<file path="config.mk">
export PLATFORM = sky130hd
export DESIGN_NAME = fft_mag_cordic
export DESIGN_NICKNAME = d
export VERILOG_FILES = /design/src/rtl/fft_mag_pkg.sv /design/src/rtl/cordic_vec_step.sv /design/src/rtl/fft_mag_cordic.sv
export SDC_FILE = /design/constraint.sdc
export NUM_CORES = 1
export LEC_CHECK = 0
export ABC_AREA = 1
export CAP_MARGIN = 25
export CORE_MARGIN = 5
export CORE_UTILIZATION = 35
export CTS_CLUSTER_SIZE = 24
export DETAILED_ROUTE_END_ITERATION = 6
export SLEW_MARGIN = 20
export SYNTH_ARGS = -nofsm -noshare
export SYNTH_HDL_FRONTEND = slang
export SYNTH_HIERARCHICAL = 1
export SYNTH_SLANG_ARGS = --single-unit
</file>
<file path="constraint.sdc">
create_clock -name clk -period 3.2 [get_ports clk]
set_clock_uncertainty 0.05 [all_clocks]
set_input_delay 0.64 -clock clk [delete_from_list [all_inputs] [get_ports clk]]
set_output_delay 0.64 -clock clk [all_outputs]
set_load 0.005 [all_outputs]
</file>
<file path="src/rtl/fft_mag_pkg.sv">
// Shared types and constants for the iterative CORDIC magnitude estimator.
package fft_mag_pkg;
  typedef enum logic [1:0] {
    IDLE   = 2'd0,
    ROTATE = 2'd1,
    SCALE  = 2'd2,
    DONE   = 2'd3
  } state_t;

  // Inverse CORDIC gain 0.60725 in Q16
  localparam logic [15:0] K_Q16 = 16'd39797;

  function automatic int cnt_w(input int iter);
    return (iter < 1) ? 1 : $clog2(iter + 1);
  endfunction
endpackage

</file>
<file path="src/rtl/cordic_vec_step.sv">
// One vectoring micro-rotation: drives y toward zero, x accumulates magnitude.
module cordic_vec_step #(
  parameter int W  = 18,
  parameter int SW = 4
) (
  input  logic        [W-1:0]  i_x,
  input  logic signed [W-1:0]  i_y,
  input  logic        [SW-1:0] i_sh,
  output logic        [W-1:0]  o_x,
  output logic signed [W-1:0]  o_y
);
  logic        [W-1:0] w_xs;
  logic signed [W-1:0] w_ys;

  // x never goes negative in vectoring mode, so a logical shift equals arithmetic
  assign w_xs = i_x >> i_sh;
  assign w_ys = i_y >>> i_sh;

  always_comb begin
    if (!i_y[W-1]) begin
      o_x = i_x + $unsigned(w_ys);
      o_y = i_y - $signed(w_xs);
    end else begin
      o_x = i_x - $unsigned(w_ys);
      o_y = i_y + $signed(w_xs);
    end
  end
endmodule

</file>
<file path="src/rtl/fft_mag_cordic.sv">
// Iterative vectoring-CORDIC magnitude of a complex bin, one micro-rotation per clock.
// Define MAG_GAIN_COMP_EN to add a SCALE cycle that removes the CORDIC gain.
module fft_mag_cordic
  import fft_mag_pkg::*;
#(
  parameter int WIDTH = 16,
  parameter int ITER  = 12
) (
  input  logic             clk,
  input  logic             rst_n,
  input  logic             in_valid,
  output logic             in_ready,
  input  logic [WIDTH-1:0] in_re,
  input  logic [WIDTH-1:0] in_im,
  output logic             out_valid,
  input  logic             out_ready,
  output logic [WIDTH+1:0] out_mag
);
  localparam int W2 = WIDTH + 2;
  localparam int CW = cnt_w(ITER);
  localparam logic [CW-1:0] CNT_LAST = CW'(ITER - 1);

  state_t               r_state;
  logic        [W2-1:0] r_x;
  logic signed [W2-1:0] r_y;
  logic        [CW-1:0] r_cnt;
  logic                 r_out_valid;
  logic        [W2-1:0] r_mag;

  logic [WIDTH-1:0]     w_re_abs, w_im_abs;
  logic        [W2-1:0] w_x0, w_x_n;
  logic signed [W2-1:0] w_y0, w_y_n;

  // -2^(WIDTH-1) negates to itself, which reads as +2^(WIDTH-1) unsigned
  assign w_re_abs = in_re[WIDTH-1] ? (~in_re + 1'b1) : in_re;
  assign w_im_abs = in_im[WIDTH-1] ? (~in_im + 1'b1) : in_im;
  assign w_x0     = {2'b00, w_re_abs};
  assign w_y0     = $signed({2'b00, w_im_abs});

  assign in_ready  = (r_state == IDLE) || ((r_state == DONE) && out_ready);
  assign out_valid = r_out_valid;
  assign out_mag   = r_mag;

  cordic_vec_step #(.W(W2), .SW(CW)) u_step (
    .i_x  (r_x),
    .i_y  (r_y),
    .i_sh (r_cnt),
    .o_x  (w_x_n),
    .o_y  (w_y_n)
  );

`ifdef MAG_GAIN_COMP_EN
  logic [W2+15:0] w_prod;
  assign w_prod = {16'b0, r_x} * {{W2{1'b0}}, K_Q16};
`endif

  always_ff @(posedge clk or negedge rst_n) begin
    if (!rst_n) begin
      r_state     <= IDLE;
      r_x         <= '0;
      r_y         <= '0;
      r_cnt       <= '0;
      r_out_valid <= 1'b0;
      r_mag       <= '0;
    end else begin
      case (r_state)
        IDLE: begin
          if (in_valid) begin
            r_x     <= w_x0;
            r_y     <= w_y0;
            r_cnt   <= '0;
            r_state <= ROTATE;
          end
        end
        ROTATE: begin
          r_x <= w_x_n;
          r_y <= w_y_n;
          if (r_cnt == CNT_LAST) begin
`ifdef MAG_GAIN_COMP_EN
            r_state     <= SCALE;
`else
            r_mag       <= w_x_n;
            r_out_valid <= 1'b1;
            r_state     <= DONE;
`endif
          end else begin
            r_cnt <= r_cnt + 1'b1;
          end
        end
`ifdef MAG_GAIN_COMP_EN
        SCALE: begin
          r_mag       <= w_prod[W2+15:16];
          r_out_valid <= 1'b1;
          r_state     <= DONE;
        end
`endif
        DONE: begin
          if (out_ready) begin
            r_out_valid <= 1'b0;
            if (in_valid) begin
              r_x     <= w_x0;
              r_y     <= w_y0;
              r_cnt   <= '0;
              r_state <= ROTATE;
            end else begin
              r_state <= IDLE;
            end
          end
        end
        default: r_state <= IDLE;
      endcase
    end
  end
endmodule

</file>
==> impl_results.md <==
- Status: finished with violations
- Violated checks: negative setup slack
- Clk Latency, worst-skew pair: about 0.35 ns
- Count of placed standard cells including taps: ~1.8k
- Commonest non-fill, non-tap cells in the layout: nand2_1, buf_4, nand3_1
- Synth top area cells: nand2_1, dfrtp_1, nand3_1
- Dpl cell area: a little over 0.01 sq mm
- Final ANT Viol Nets: 0
- Post-CTS Hold Fix Bufs: 0
- Antenna cells: 0
- Layout area overhead: 58.8%
- Sequential-to-total area share from yosys stat: between 20% and 30%
- Gr usage total: approximately 22%
- Post-synth EDFFs: 0
- Synth warnings: 6
- Fillers: around 2.0k
- Setup TNS: -12.53 ns
- Die height: around 160 um
- HPWL Detailed: ~21000 um
- Setup CP Type: register to register
- Initial antenna violation count: 0
- CP startpoint kind: register
- Hold Crit Class: primary input to asynchronous set/reset pin
- Pin count of the biggest net entering global routing: a little over 60
- CP endpoint kind: register
- Fin. Hold Viols: 0
- Non-Filler Instances: 1843
- Post-Place Setup Slack: -0.842 ns
- Top Ports: 56
- Clock Pin Slew Worst Setup and Hold Paths: 0.06 ns
- First-pass GRT wire length: around 44000 um
- DRC: 0
- Max_cap viols: 0
- Mapped cell area: 0.00751 sq mm
- Pre-Repair DR Iteration Count: 5
- FP Rows: 53
- Max Clk Rate: roughly 270 MHz
- Crit-path max FO: 11
- Syn nets: 1323
- Main flop type after synthesis: dfrtp_1
- Final setup vio count: 34
- Synthesized instance count: 1246
- Least-Margin Pin Slew: between 0.9 and 1 ns
- Crit-path max cell delay: between 0.3 and 0.4 ns
- R2R Path End: r_x[14]
- FF-to-FF setup slack: -0.50 ns
- Worst Path Arrival: around 3.9 ns
- Total routed wirelength: 28000 um
- Htree depth: 3
- Max clock buf depth: 2
- FF-to-FF Start: r_cnt[0]
- Routed WL per cell: roughly 15 um
- Clock root cell: clkbuf_16
- Vias in the first global route: 8793
- CTS sink cnt: 61
- Num CTS Buffers: 9
- Max-slew violations: 0
- # port buffers: 55
- Aggregate global routing overflow: 0
- R2r worst-path depth: 28
- Worst Path Required: 3.39 ns
- Die W: between 150 and 200 um
- Area share of the largest cell type after synthesis: about a fifth
- Crit path time final: between 3 and 4 ns
- Final instance area: around 0.012 sq mm
- Final Cycle Share: 116%
- Yosys top cell by area: nand2_1
- Core area: 0.0211 sq mm
- Max-slew headroom: about a third
- Initial Utilization: roughly 36%
- GPL Wtd Cong: between 0.9 and 1
- Vias/cell: about 5.1
- Die Area: about 0.024 sq mm
- Crit. Startpoint: r_cnt[0]
- Synth unique cells: 48
- Number of nets in the layout: ~1.6k
- CTS tree: built
- RSZ-0062 raised after global routing: true
- Layout cells sized above 1: between 30% and 40%
- Mapped Avg Cell Area: around 6 sq um
- Post-synth ARST share: 100%
- FF+latch count, synth: slightly above 60
- Final WS setup: -0.504 ns
- Commonest non-fill, non-tap cell in the layout: nand2_1
- CP max stage cell: dfrtp_1
- Iter 0 DRT Violations: a little under 800
- Vias: about 9.4k
[worst max-delay path by stage]
| stage | endpoint | slack [ns] |
|---|---|---|
| final | r_x[14] | -0.50 |
| after global routing | out_mag[17] | -0.76 |
| after CTS | out_mag[17] | -0.42 |
| after detailed placement | r_x[17] | -0.84 |
| after global placement | r_x[17] | -0.80 |
| after floorplan | r_x[15] | -0.14 |
[metal layers]
metal	track usage, %	vias to the layer above	routed length, um
met5	0	-	0
met4	6.28	0	581
met3	3.01	43	1410
met2	34.3	267	12800
met1	32.2	4384	13200
li1	-	4755	-
[final cells by class]
type / instances / area (sq um) / share of cell area, %
multi-input cells: 1027 / 6430 / 53.9
clock buffers: 9 / 225 / 1.89
clock inverters: 7 / 83.8 / 0.703
repair inverters: 3 / 23.8 / 0.199
flip-flops and latches: 61 / 1530 / 12.8
inverters: 109 / 424 / 3.55
repair buffers: 352 / 2880 / 24.1
well taps: 275 / 344 / 2.88
[timing repair]
item / in CTS / in global routing
endpoints found under the setup margin: 42 / 41
setup buffers: 16 / 18
pin swaps: 52 / 83
endpoints found under the hold margin: 0 / 0
cloned: 3 / 0
gates resized for setup: 112 / 146
[critical path: cells and delay by family, from the launching register on]
kind	cells	cell delay, ns
compound gates	3	0.29
xor+xnor	1	0.20
fa+ha+maj	1	0.28
buf+inv	6	0.82
flops	1	0.39
simple gates	17	1.55
[flip-flops by register name (all words and copies together) (netlist names)]
signal     count
r_y           18
out_valid      1
r_x           18
r_state        2
out_mag       18
r_cnt          4
[metrics by stage]
step	hold slack, ns	utilization, %
final	0.425	56.6
after global routing	0.449	56.6
after CTS	0.428	53.0
after detailed placement	0.412	48.7
after global placement	0.411	48.7
after floorplan	0.294	-
[cell families after synthesis]
| group | after synthesis | share of synthesized area (%) |
|---|---|---|
| flip-flops | 61 | 20.3 |
| buffers and inverters | 158 | 9.59 |
| AND/OR/NAND/NOR | 753 | 43.1 |
| AO/OA/AOI/OAI | 184 | 14.3 |
| XOR/XNOR | 49 | 5.71 |
| adder cells (fa/ha/maj) | 41 | 7.03 |
[synthesized netlist by cell type (3+ instances only)]
cell      count
xor2_1       33
nor2_2        4
nor2_1       84
nor3_1        4
nor2_4        3
o211ai_1      9
inv_2         8
clkbuf_1      6
nand2_2      14
nand4_1      13
ha_1         39
buf_6         7
inv_1        98
a31oi_1       5
xnor2_1      16
nand3_1     191
a21oi_1      52
buf_2        23
nand2_1     427
buf_4         9
dfrtp_1      61
o31ai_1       3
o21ai_1      26
a21oi_2       8
or2_2         4
o21ai_2       5
o21ai_0      60
Power is not shown: default switching activity piles up to over one toggle a cycle in this logic, so the estimate is an artifact.
